### src/rtl/shader_regfile.sv
`default_nettype none
// ============================================================================
// Module   : shader_regfile
// Purpose  : Operand register file and scoreboard for the shader ALU path.
//            Reads two sources per accepted issue (registered, 1-cycle
//            latency, same-cycle writeback forwarding), accepts ALU
//            writebacks, keeps the condition code and tracks pending
//            destinations so that dependent issues stall.
// Ports    : clk, rst (async, active-high)
//            iss_valid/iss_src_a/iss_src_b/iss_dest -> iss_stall (comb)
//            rd_data_a/rd_data_b : registered operands for the ALU
//            wb_valid/wb_addr/wb_data/wb_nzp/wb_set_cc : writeback port
//            cc_nzp : condition code, busy : any claim pending,
//            wb_err : sticky "writeback to non-pending register"
// Revision : 1.0 - initial release
// ============================================================================
module shader_regfile #(
  parameter int NUM_REGS = 8,
  parameter int DATA_W   = 32,
  parameter int AW       = $clog2(NUM_REGS)
) (
  input  logic              clk,
  input  logic              rst,
  input  logic              iss_valid,
  input  logic [AW-1:0]     iss_src_a,
  input  logic [AW-1:0]     iss_src_b,
  input  logic [AW-1:0]     iss_dest,
  output logic              iss_stall,
  output logic [DATA_W-1:0] rd_data_a,
  output logic [DATA_W-1:0] rd_data_b,
  input  logic              wb_valid,
  input  logic [AW-1:0]     wb_addr,
  input  logic [DATA_W-1:0] wb_data,
  input  logic [2:0]        wb_nzp,
  input  logic              wb_set_cc,
  output logic [2:0]        cc_nzp,
  output logic              busy,
  output logic              wb_err
);

  localparam logic [2:0] CC_RESET = 3'b010;

  logic [DATA_W-1:0]   regs_q [NUM_REGS];
  logic [DATA_W-1:0]   regs_d [NUM_REGS];
  logic [NUM_REGS-1:0] pending_q, pending_d;
  logic [DATA_W-1:0]   rd_a_q, rd_a_d;
  logic [DATA_W-1:0]   rd_b_q, rd_b_d;
  logic [2:0]          cc_q, cc_d;
  logic                busy_q, busy_d;
  logic                err_q, err_d;

  logic                wb_wr;       // writeback that targets a real register
  logic [NUM_REGS-1:0] wb_clr;      // one-hot of the register being written
  logic [NUM_REGS-1:0] blocking;    // pending bits not released this cycle
  logic                accept;
  logic [DATA_W-1:0]   val_a, val_b;

  always_comb begin
    wb_wr  = wb_valid && (wb_addr != '0);
    wb_clr = '0;
    if (wb_wr) wb_clr[wb_addr] = 1'b1;
    // Register 0 is never set pending, so it can never block.
    blocking  = pending_q & ~wb_clr;
    iss_stall = iss_valid &&
                (blocking[iss_src_a] || blocking[iss_src_b] || blocking[iss_dest]);
    accept    = iss_valid && !iss_stall;

    // Operand fetch with same-cycle forwarding; r0 reads as zero.
    val_a = '0;
    if (iss_src_a != '0) val_a = (wb_wr && wb_addr == iss_src_a) ? wb_data : regs_q[iss_src_a];
    val_b = '0;
    if (iss_src_b != '0) val_b = (wb_wr && wb_addr == iss_src_b) ? wb_data : regs_q[iss_src_b];

    regs_d    = regs_q;
    pending_d = pending_q;
    rd_a_d    = rd_a_q;
    rd_b_d    = rd_b_q;
    cc_d      = cc_q;
    err_d     = err_q;

    if (wb_wr) begin
      regs_d[wb_addr]    = wb_data;
      pending_d[wb_addr] = 1'b0;
      if (!pending_q[wb_addr]) err_d = 1'b1;
    end
    if (wb_valid && wb_set_cc) cc_d = wb_nzp;

    if (accept) begin
      rd_a_d = val_a;
      rd_b_d = val_b;
      // Applied after the writeback clear: a new claim on the same register wins.
      if (iss_dest != '0) pending_d[iss_dest] = 1'b1;
    end

    busy_d = |pending_d;
  end

  always_ff @(posedge clk or posedge rst) begin
    if (rst) begin
      for (int i = 0; i < NUM_REGS; i++) regs_q[i] <= '0;
      pending_q <= '0;
      rd_a_q    <= '0;
      rd_b_q    <= '0;
      cc_q      <= CC_RESET;
      busy_q    <= 1'b0;
      err_q     <= 1'b0;
    end else begin
      for (int i = 0; i < NUM_REGS; i++) regs_q[i] <= regs_d[i];
      pending_q <= pending_d;
      rd_a_q    <= rd_a_d;
      rd_b_q    <= rd_b_d;
      cc_q      <= cc_d;
      busy_q    <= busy_d;
      err_q     <= err_d;
    end
  end

  assign rd_data_a = rd_a_q;
  assign rd_data_b = rd_b_q;
  assign cc_nzp    = cc_q;
  assign busy      = busy_q;
  assign wb_err    = err_q;

endmodule
`default_nettype wire

### config.mk
export PLATFORM = sky130hd
export DESIGN_NAME = shader_regfile
export DESIGN_NICKNAME = d
export VERILOG_FILES = /design/src/rtl/shader_regfile.sv
export SDC_FILE = /design/constraint.sdc
export NUM_CORES = 1
export LEC_CHECK = 0
export ABC_CLOCK_PERIOD_IN_PS = 10000
export CORE_MARGIN = 3
export CORE_UTILIZATION = 45
export DETAILED_ROUTE_END_ITERATION = 10
export MAX_ROUTING_LAYER = met4
export PLACE_DENSITY = 0.68
export SLEW_MARGIN = 5
export SYNTH_ARGS = -nofsm -noshare
export SYNTH_HDL_FRONTEND = slang
export SYNTH_SLANG_ARGS = --single-unit
### constraint.sdc
create_clock -name clk -period 10 [get_ports clk]
set_input_delay 2 -clock clk [delete_from_list [all_inputs] [get_ports clk]]
set_output_delay 2 -clock clk [all_outputs]
set_load 0.02 [all_outputs]
# Yosys cells after proc, flatten, opt, wreduce, memory -nomap -nowiden
# Cells that the tools add are included.
# Widths: inputs -> output; s select.
[totals]
output_inout_bits = 70
latch_bits = 0
reg_bits = 333
word_cells = 82
rom_bits = 0
ram_bits = 0
inputBits = 52
memories = 0
[classes]
reduce_logical = 18
div_mod_pow = 0
n_addsub = 0
n_shift = 0
bitwise = 9
mux = 29
mul = 0
order_cmp = 10
n_eq_ne = 2
[ops]
columns = ["operator", "n"]
rows = [
  ["$mux 32", 9],
  ["$bwmux 256", 1],
  ["$bmux 32 s3", 2],
  ["$demux 32 s3", 1],
  ["$mux 8", 4],
  ["$and 8x8->8", 2],
  ["$lt 3x4->1 const B", 4],
  ["$not 8->8", 2],
  ["$bmux 1 s3", 4],
  ["$ge 4x4->1 const B", 3],
  ["$not 3->4", 3],
  ["$reduce_bool 3->1", 4],
  ["$logic_and 1x1->1", 9],
  ["$or 8x8->8", 1],
  ["$reduce_or 8->1", 1],
  ["$demux 1 s3", 2],
  ["$eq 3x3->1", 2],
  ["$ge 3x1->1 const B", 2],
  ["$mux 1", 6],
  ["$lt 4x1->1 const B", 1],
  ["$logic_or 1x1->1", 2],
  ["$reduce_and 2->1", 1],
  ["$logic_not 1->1", 1],
  ["$not 1->1", 1],
]

# Logic depth before layout (Yosys ltp)
# Gate-level depths: netlist of run 1.
[logic_depth]
word_depth = 16
depth_mapped = 10
mapped_depth_nobuf = 6

# Worst setup path before layout of run 1
# Ideal clock, no wire load.
[synth_timing]
path_kind = "input to output"
start = "input iss_src_b[0]"
end = "output iss_stall"
path_stages = 6
required_time_ns = 8.000
path_buffers = 1
setup_slack_ns = 4.629
arrival_time_ns = 3.371
cell_sequence = "clkbuf_1 > clkinv_1 > a211oi_1 > o211ai_1 > a221o_1 > o21a_1"
[synth_via]
elab_chain_len = 5
[synth_lines]
columns = ["element", "line_no", "rtl"]
rows = [
  ["start: declaration", "26", "input logic [AW-1:0] iss_src_b,"],
  ["$bmux 1 s3", "65", "(blocking[iss_src_a] || blocking[iss_src_b] || blocking[iss_dest]);"],
  ["$mux 1 (implied by the code)", "65", ""],
  ["$logic_or 1x1->1 (2 in series)", "65", ""],
  ["$logic_and 1x1->1", "64", "iss_stall = iss_valid &&"],
  ["end: declaration", "28", "output logic iss_stall,"],
]
# No other way between the ends. The select of a mux whose other input is x is not followed.

# Worst setup path in the final report of run 1
[layout_timing]
start = "input wb_addr[2]"
end = "output iss_stall"
[layout_via]
elab_chain_len = 12
word_cells_on_any_way = 19
classes_between = "order compare (2); mux (9); bitwise (2); reduce/logical (6)"
[layout_lines]
columns = ["element", "line_no", "rtl"]
rows = [
  ["start: declaration", "32", "input logic [AW-1:0] wb_addr,"],
  ["$lt 3x4->1 (implied by the code) or $ge 3x1->1 (tied branches)", "61", "if (wb_wr) wb_clr[wb_addr] = 1'b1;"],
  ["$logic_and 1x1->1 (implied by the code)", "61", ""],
  ["$mux 1 (implied by the code)", "61", ""],
  ["$demux 1 s3", "61", ""],
  ["$mux 8 (*)", "61", ""],
  ["$not 8->8 (*)", "63", "blocking = pending_q & ~wb_clr;"],
  ["$and 8x8->8 (*)", "63", ""],
  ["$bmux 1 s3", "65", ""],
  ["$mux 1 (implied by the code)", "65", ""],
  ["$logic_or 1x1->1", "65", ""],
  ["$logic_or 1x1->1 (*)", "65", ""],
  ["$logic_and 1x1->1 (*)", "64", ""],
]
# Mark *: on every way between the ends. The rest lies on a longest branch, timed or not. The select of a mux whose other input is x is not followed.

==> impl_metrics.ini, run 1 <==
[status]
status = finished, final reports clean

[floorplanning]
core-area_um2 = 34900
fp.dieW_um = 195
die_y_um = 195
ios = 122
die_area_um2 = 38100
start_util_pct = 46.2
rows = 68

[detailed_routing]
vias_per_cell = 6.21
postRouteAntennaNets = 0
drc_errors = 0
first_iter_violations = 999
drtPass1Iterations = 5
routedWlPerCell_um = 23.6
num_vias = 11798
routed_wl_um = 44700

[power_and_ir_drop]
p_per_area_nw_per_um2 = 230
peakVddDrop_v = 0.000146
power_leakage_nw = 8.17

[grt]
grt_max_degree = 161
grt_pass1_vias = 12199
grt_use_total_pct = 23.6
antenna_found_initial = 1
grt_first_pass_wirelength_um = 70400
gr-total-overflow = 0

[timing]
grt_setup_unrepaired = no
slew_violations = 0
slew_headroom_pct = 24.5
fin_ws_ps = 2440
finalSetupTns_ps = 0
clock_skew_ps = 12.3
finalSetupViolCount = 0
tightest_slew_ps = 1130
fmax_ghz = 0.132
finalCritPeriodShare_pct = 75.6
period_minus_slack_ps = 7560
hold_violations = 0

[logic_synthesis]
ys_ff_latch = 301
syn_area_um2 = 16100
synthMuxAreaShare_pct = 29.7
ys.flop_type = dfrtp_1
synth-xor-area-share_pct = 0.217
ys_top_cells_by_area = dfrtp_1, mux2_2, mux2i_1
synth_cell_types = 60
synth_compound_area_share_pct = 13.6
synth_simple_gate_area_share_pct = 5.11
synth_top_family_by_area = multiplexers
yosysWarnings = 0
netlist.area_leader.share_pct = 46.6
yosysSeqAreaShare_pct = 46.7
synth_fa_ha_area_share_pct = 0
synth.avg_cell_area_um2 = 11.8
syn_inst = 1362
yosysTopAreaCell = dfrtp_1
syn_nets = 1414
synth-async-reset-ratio_pct = 100
synth-edff-count = 0

[clocking]
clk_latency_ps = 520
cts_buffers = 34
cts_tree = done
cts_hold_buffers = 0
cts_max_level = 2
clockRootBuffer = clkbuf_16
cts_resized = 0
clk_pin_slew_ps = 60
cts_setup_buffers = 0
cts_buffer_depth = 3
cts.sinks = 301

[setup_path]
cp-end-kind = output port
start_kind = input port
cp.arrival_ps = 5560
path_class = input port to output port
worstRegToRegCells = 7
worst_ep_required_time_ps = 8000
path_max_fanout = 36

[cells_and_area]
layout-drive-gt1-share_pct = 29.5
n_fill_cell = 3032
syn_to_final_growth_pct = 15.6
layout_common_cells = dfrtp_1, mux2_2, nor2_1, clkdlybuf4s50_1, a21oi_1
layout.nets = 1470
mostFrequentLayoutCell = dfrtp_1

[placed_design]
dp_hpwl_um = 25100
finalWeightedCongestion = 0.851
dp_slack_ps = 2450
io_buffers = 121

[min_path]
hp-class = flip-flop to flip-flop
hold_depth = 1

[flow_run]
cap_viol_max_count = 0
-- critical path, stage by stage --
cell	delay [ps]
clkdlybuf4s50_1	940
nand4b_4	860
a311oi_1	490
a22oi_1	120
a221o_1	390
o21a_1	210
clkdlybuf4s50_1	540
-- Yosys cell counts, types with 2 or more instances --
library cell and n:
clkbuf_1 75, nand2b_1 5, nand4b_4 2, a211o_1 33, nand3_1 7, and3_1 3
xnor2_1 4, o22ai_1 64, o211ai_1 3, buf_2 9, a31oi_1 2, mux2_4 30
o2bb2ai_1 3, dfrtp_1 300, nand2_1 8, or2_2 2, buf_1 25, a211oi_1 4
nor2b_1 2, a32oi_1 2, mux2i_1 65, a311o_1 32, nor3_1 2, and2_1 2
buf_12 3, o221ai_1 64, a21oi_1 67, buf_4 2, mux2_2 293, a32o_1 4
mux2_1 32, buf_6 9, o21a_1 2, or3b_2 2, nor2_1 134, inv_1 41
o2111ai_1 2
-- kinds of logic (layout without fill, tap and decap cells) --
family	Yosys count	after routing
compound gates	293	293
xor+xnor	4	4
buf+inv	165	246
flops	301	301
mux	421	421
other cells	0	1
simple gates	178	178
-- report_power, final --
| part | switching, mW | internal [mW] | total, mW |
|---|---|---|---|
| clock network | 0.510 | 0.733 | 1.24 |
| logic | 0.588 | 0.682 | 1.27 |
| registers | 0.225 | 1.55 | 1.77 |
-- layout make-up --
type                            instances  area [um2]  share of cell area (%)
Clock inverter                         10         103                   0.550
Sequential cell                       301        7530                    40.4
Tap cell                              455         569                    3.05
Multi-Input combinational cell        896        7890                    42.3
Clock buffer                           51        1020                    5.45
Inverter                               42         161                   0.866
Timing Repair Buffer                  143        1360                    7.32
Antenna cell                            1        2.50                  0.0134
-- metal layers --
layer  vias up  wire length (um)  track usage, %
met5         -                 0               -
met4         0              1450            8.50
met3       109              2810            3.71
met2       498             20600            36.4
met1      5956             19900            32.0
li1       5235                 -               -
-- stage by stage --
step | util, % | instances | total power, mW | hold slack [ps] | cell area, um2
after global placement | 50.2 | 1837 | 3.02 | 446 | 17500
final | 53.4 | 1899 | 4.29 | 467 | 18600
after floorplan | - | 1362 | 2.57 | 479 | 16100
after detailed placement | 50.2 | 1837 | 3.06 | 457 | 17500
after CTS | 53.4 | 1898 | 4.32 | 468 | 18600
after global routing | 53.4 | 1899 | 4.51 | 488 | 18600
-- worst paths after layout --
path | start | end | slack, ps
max | wb_addr[2] | iss_stall | 2440
min | wb_err | wb_err | 470
max reg2reg | pending_q[3] | rd_data_a[30] | 7460
min reg2reg | wb_err | wb_err | 470
max in group asynchronous | rst | rd_data_b[16] | 6300
min in group asynchronous | rst | cc_nzp[2] | 2160
-- flip-flops by register name, summed over array words and instances (netlist names) --
signal / count
cc_nzp: 3
busy: 1
rd_data_a: 32
regs_q: 224
rd_data_b: 32
pending_q: 8
wb_err: 1
Note: power is estimated with default switching activity, not from simulation.
==> inputs of run 2 (changes only) <==
--- a/config.mk
+++ b/config.mk
@@ -5,12 +5,12 @@
 export SDC_FILE = /design/constraint.sdc
 export NUM_CORES = 1
 export LEC_CHECK = 0
-export ABC_CLOCK_PERIOD_IN_PS = 10000
+export ABC_CLOCK_PERIOD_IN_PS = 7520
 export CORE_MARGIN = 3
 export CORE_UTILIZATION = 45
 export DETAILED_ROUTE_END_ITERATION = 10
 export MAX_ROUTING_LAYER = met4
-export PLACE_DENSITY = 0.68
+export PLACE_DENSITY = 0.66
 export SLEW_MARGIN = 5
 export SYNTH_ARGS = -nofsm -noshare
 export SYNTH_HDL_FRONTEND = slang
==> constraint.sdc (replaced) <==
create_clock -name clk -period 7.52 [get_ports clk]
set_input_delay 1.504 -clock clk [delete_from_list [all_inputs] [get_ports clk]]
set_output_delay 1.504 -clock clk [all_outputs]
set_load 0.02 [all_outputs]
==> run 2 against run 1 <==
Highest routed layer unchanged. First-iteration DRC count grew 1.9%. Sequential power increased by 33%. Cell area up 0.42%. Register-to-register slack worse by 2600 ps. Sequential cell count unchanged. Critical path depth grew 1. Via count up 0.17%. Worst hold slack got worse by 3.0 ps. Cell count rose by 0.21%. Largest power group unchanged. Sequential share of layout area is 0.17 points lower. Worst setup slack worse by 1200 ps. Clock power increased by 41%.
==> impl_metrics.ini, run 2 (same netlist as run 1, synthesis figures left out) <==
[power_and_ir_drop]
p_per_area_nw_per_um2 = 310
power_leakage_nw = 8.23
peakVddDrop_v = 0.000183

[clocking]
cts.sinks = 301
cts_max_level = 2
clk_pin_slew_ps = 60
cts_hold_buffers = 0
cts_buffers = 35
cts_setup_buffers = 0
clk_latency_ps = 520
clockRootBuffer = clkbuf_16
cts_buffer_depth = 3
cts_resized = 0
cts_tree = done

[detailed_routing]
vias_per_cell = 6.21
num_vias = 11818
first_iter_violations = 1018
drtPass1Iterations = 6
drc_errors = 0
routedWlPerCell_um = 23.8
postRouteAntennaNets = 0
routed_wl_um = 45300

[floorplanning]
start_util_pct = 46.2
die_area_um2 = 38100
core-area_um2 = 34900
rows = 68
die_y_um = 195
fp.dieW_um = 195
ios = 122

[placed_design]
io_buffers = 121
dp_hpwl_um = 26300
finalWeightedCongestion = 0.835
dp_slack_ps = 1230
dp.cells = 1843

[min_path]
min_from = wb_err
hold_end = wb_err
hp-class = flip-flop to flip-flop
hold_depth = 1

[cells_and_area]
n_fill_cell = 3045
mostFrequentLayoutCell = dfrtp_1
final_cells = 1903
layout_common_cells = dfrtp_1, mux2_2, nor2_1, clkdlybuf4s50_1, a21oi_1
layout.nets = 1477
largest_register = regs_q
layout-drive-gt1-share_pct = 29.4
diodes = 0
syn_to_final_growth_pct = 16.1
fin_util_pct = 53.7
largest_reg_flops = 224

[grt]
gr-total-overflow = 0
grt_pass1_vias = 12334
antenna_found_initial = 0
grt_use_total_pct = 24.2
grt_first_pass_wirelength_um = 72000
grt_max_degree = 185

[flow_run]
cap_viol_max_count = 0

[setup_path]
start_kind = input port
r2r-end = rd_data_a[13]
slowest_stage = clkdlybuf4s50_1
path_cells = clkdlybuf4s50_1 > nand4b_4 > buf_4 > nand2_1 > a31oi_1 > o2111a_1 > o21a_1 > clkdlybuf4s50_1
cpLargestDelayFamily = buffers and inverters
timing.rr.start = pending_q[5]
critPathBufInv = 3
cp.arrival_ps = 4780
path_class = input port to output port
worstRegToRegCells = 6
worst_ep_required_time_ps = 6020
cpPeakStageDelay_ps = 960
path_max_fanout = 19
cp_common_cell = clkdlybuf4s50_1
reg2reg_setup_slack_ps = 4910
cp-end-kind = output port

[timing]
hold_violations = 0
tightest_slew_ps = 1140
finalSetupTns_ps = 0
grt_setup_unrepaired = no
fmax_ghz = 0.159
period_minus_slack_ps = 6280
slew_violations = 0
hold_slack_ps = 464
finalCritPeriodShare_pct = 83.5
finalSetupViolCount = 0
slew_headroom_pct = 24.1
fin_ws_ps = 1240
clock_skew_ps = 11.8

[status]
status = finished, final reports clean
## run 2: cell types whose count changed in the layout (fill, tap and decap cells not counted), sizes merged
cell / delta
buf: +6
clkinv: -5
clkbuf: +4
bufinv: +2
clkinvlp: -2
diode: -1
## run 2: worst register-to-register path, delay by kind of cell (launching register included)
| kind | cells | cell delay (ps) |
|---|---|---|
| flops | 1 | 460 |
| compound gates | 3 | 850 |
| mux | 1 | 450 |
| simple gates | 1 | 200 |
| buf+inv | 1 | 540 |
## run 2: worst max path at each step
stage                endpoint        from  depth (start not counted)  slack (ps)
global placement    iss_stall  wb_addr[0]                          8        1330
CTS                 iss_stall  wb_addr[0]                          8        1220
global route        iss_stall  wb_addr[0]                          8        1070
detailed placement  iss_stall  wb_addr[0]                          8        1230
finish              iss_stall  wb_addr[0]                          8        1240
floorplan                busy         rst                          1        2020
## run 2: layout make-up
cell class	instances	area [um2]	area share, %
clock buffer	55	1070	5.74
clock inverter	5	100	0.535
inverter	42	161	0.862
multi-input combinational	896	7870	42.1
sequential	301	7530	40.3
tap	455	569	3.04
timing repair buffer	149	1410	7.51
## run 2: layer usage
metal	track usage, %	vias up	part of all wire (%)
met1	33.1	6098	46
met2	37.6	391	46
li1	-	5254	-
met3	3.78	75	5.1
met4	6.84	0	2.6
met5	-	-	0
## run 2: stage by stage
stage                     cell area (um2)  power (mW)
after floorplan                     16100        3.42
after global placement              17500        4.02
after detailed placement            17500        4.06
after CTS                           18700        5.84
after global routing                18700        6.08
final                               18700        5.79
## run 2: power by group
group	total, mW	leakage (nW)	switching [mW]	internal (mW)
combinational	1.69	4.00	0.786	0.907
sequential	2.35	3.65	0.289	2.06
clock	1.75	0.576	0.672	1.08
total	5.79	8.23	1.75	4.05
==> inputs of run 3 (changes only) <==
--- a/config.mk
+++ b/config.mk
@@ -5,7 +5,7 @@
 export SDC_FILE = /design/constraint.sdc
 export NUM_CORES = 1
 export LEC_CHECK = 0
-export ABC_CLOCK_PERIOD_IN_PS = 7520
+export ABC_CLOCK_PERIOD_IN_PS = 6300
 export CORE_MARGIN = 3
 export CORE_UTILIZATION = 45
 export DETAILED_ROUTE_END_ITERATION = 10
==> constraint.sdc (replaced) <==
create_clock -name clk -period 6.3 [get_ports clk]
set_input_delay 1.26 -clock clk [delete_from_list [all_inputs] [get_ports clk]]
set_output_delay 1.26 -clock clk [all_outputs]
set_load 0.02 [all_outputs]
==> run 3 against run 2 <==
Worst setup slack got worse by 380 ps. Cell area rose by 0.28%. Power rose by 19%. Largest power group unchanged. Highest routed layer unchanged.
==> impl_metrics.ini, run 3 (same netlist as run 1, synthesis figures left out) <==
[floorplanning]
fp.dieW_um = 195
rows = 68
ios = 122
core-area_um2 = 34900
die_area_um2 = 38100
die_y_um = 195
start_util_pct = 46.2

[cells_and_area]
n_fill_cell = 3056
final_area_um2 = 18800
mostFrequentLayoutCell = dfrtp_1
fin_util_pct = 53.8
layout-drive-gt1-share_pct = 29.8
regArea_um2 = 7530
largest_reg_flops = 224
multiInputGateArea_um2 = 7870
layout_common_cells = dfrtp_1, mux2_2, nor2_1, clkdlybuf4s50_1, a21oi_1
largest_register = regs_q
syn_to_final_growth_pct = 16.4
layout.nets = 1484

[setup_path]
path_class = input port to output port
path_max_fanout = 20
cp.arrival_ps = 4180
worstRegToRegCells = 7
cp-end-kind = output port
start_kind = input port
worst_ep_required_time_ps = 5040

[detailed_routing]
postRouteAntennaNets = 0
drtPass1Iterations = 5
routed_wl_um = 46300
routedWlPerCell_um = 24.2
vias_per_cell = 6.26
first_iter_violations = 1066
drc_errors = 0
num_vias = 11973

[timing]
slew_headroom_pct = 22.8
fmax_ghz = 0.184
hold_violations = 0
finalCritPeriodShare_pct = 86.4
finalSetupTns_ps = 0
period_minus_slack_ps = 5440
hold_slack_ps = 459
slew_violations = 0
finalSetupViolCount = 0
grt_setup_unrepaired = no
tightest_slew_ps = 1160
clock_skew_ps = 17.5

[grt]
gr-total-overflow = 0
grt_max_degree = 156
grt_pass1_vias = 12395
grt_use_total_pct = 24.4
grt_first_pass_wirelength_um = 72200
antenna_found_initial = 1

[status]
status = finished, final reports clean

[flow_run]
cap_viol_max_count = 0

[clocking]
cts_resized = 0
cts.sinks = 301
cts_max_level = 2
cts_buffer_depth = 3
clk_pin_slew_ps = 60
cts_tree = done
clk_latency_ps = 520
cts_setup_buffers = 0
clockRootBuffer = clkbuf_16
cts_hold_buffers = 0
cts_buffers = 36

[min_path]
hold_depth = 1
hp-class = flip-flop to flip-flop

[placed_design]
io_buffers = 121
finalWeightedCongestion = 0.846
dp_hpwl_um = 25700
place_area_um2 = 17600

[power_and_ir_drop]
power_leakage_nw = 8.25
peakVddDrop_v = 0.000280
p_per_area_nw_per_um2 = 366
[run 3: cell count changes in the layout (fill, tap and decap cells not counted), sizes merged]
| cell | previous run | this run |
|---|---|---|
| bufinv | 3 | 1 |
| inv | 40 | 42 |
| diode | 0 | 1 |
| buf | 34 | 40 |
| clkbuf | 55 | 59 |
[run 3: final timing paths]
path / from / end / slack, ps
max: wb_addr[0] / iss_stall / 860
min: wb_err / wb_err / 460
max reg2reg: pending_q[3] / rd_data_a[12] / 3760
min reg2reg: wb_err / wb_err / 460
max in group asynchronous: rst / regs_q[47] / 4260
min in group asynchronous: rst / wb_err / 1300
[run 3: area by class of cell]
cell class	instances	share of cell area, %
clock buffer	59	5.91
timing repair buffer	155	7.80
sequential	301	40.1
tap	455	3.03
multi-input combinational	896	41.9
inverter	42	0.860
antenna	1	0.0133
clock inverter	5	0.307
[run 3: power by group]
| part | internal [mW] | total, mW | switching [mW] | leakage (nW) |
|---|---|---|---|---|
| clock | 1.24 | 2.04 | 0.803 | 0.573 |
| sequential | 2.46 | 2.81 | 0.349 | 3.65 |
| combinational | 1.09 | 2.02 | 0.932 | 4.04 |
[run 3: critical path, stage by stage]
cell and delay (ps):
clkdlybuf4s50_1 800, nand4bb_2 350, buf_4 360, nand2_1 140, o2111ai_1 200, o2111a_1 290, o21a_1 160, clkdlybuf4s50_1 610
[run 3: metal layers]
layer	vias to the layer above	track usage [%]	routed length (um)
met3	119	3.38	2640
met4	0	8.00	1540
met5	-	-	0
met1	6144	33.3	21100
li1	5248	-	-
met2	462	37.8	21100
[run 3: stage by stage]
stage / setup slack [ps] / total power, mW / instances
3_3_place_gp: 923 / 4.80 / 1849
5_1_grt: 708 / 7.22 / 1914
3_5_place_dp: 902 / 4.85 / 1849
2_1_floorplan: 1040 / 4.08 / 1362
6_report: 856 / 6.87 / 1914
4_1_cts: 883 / 6.92 / 1913
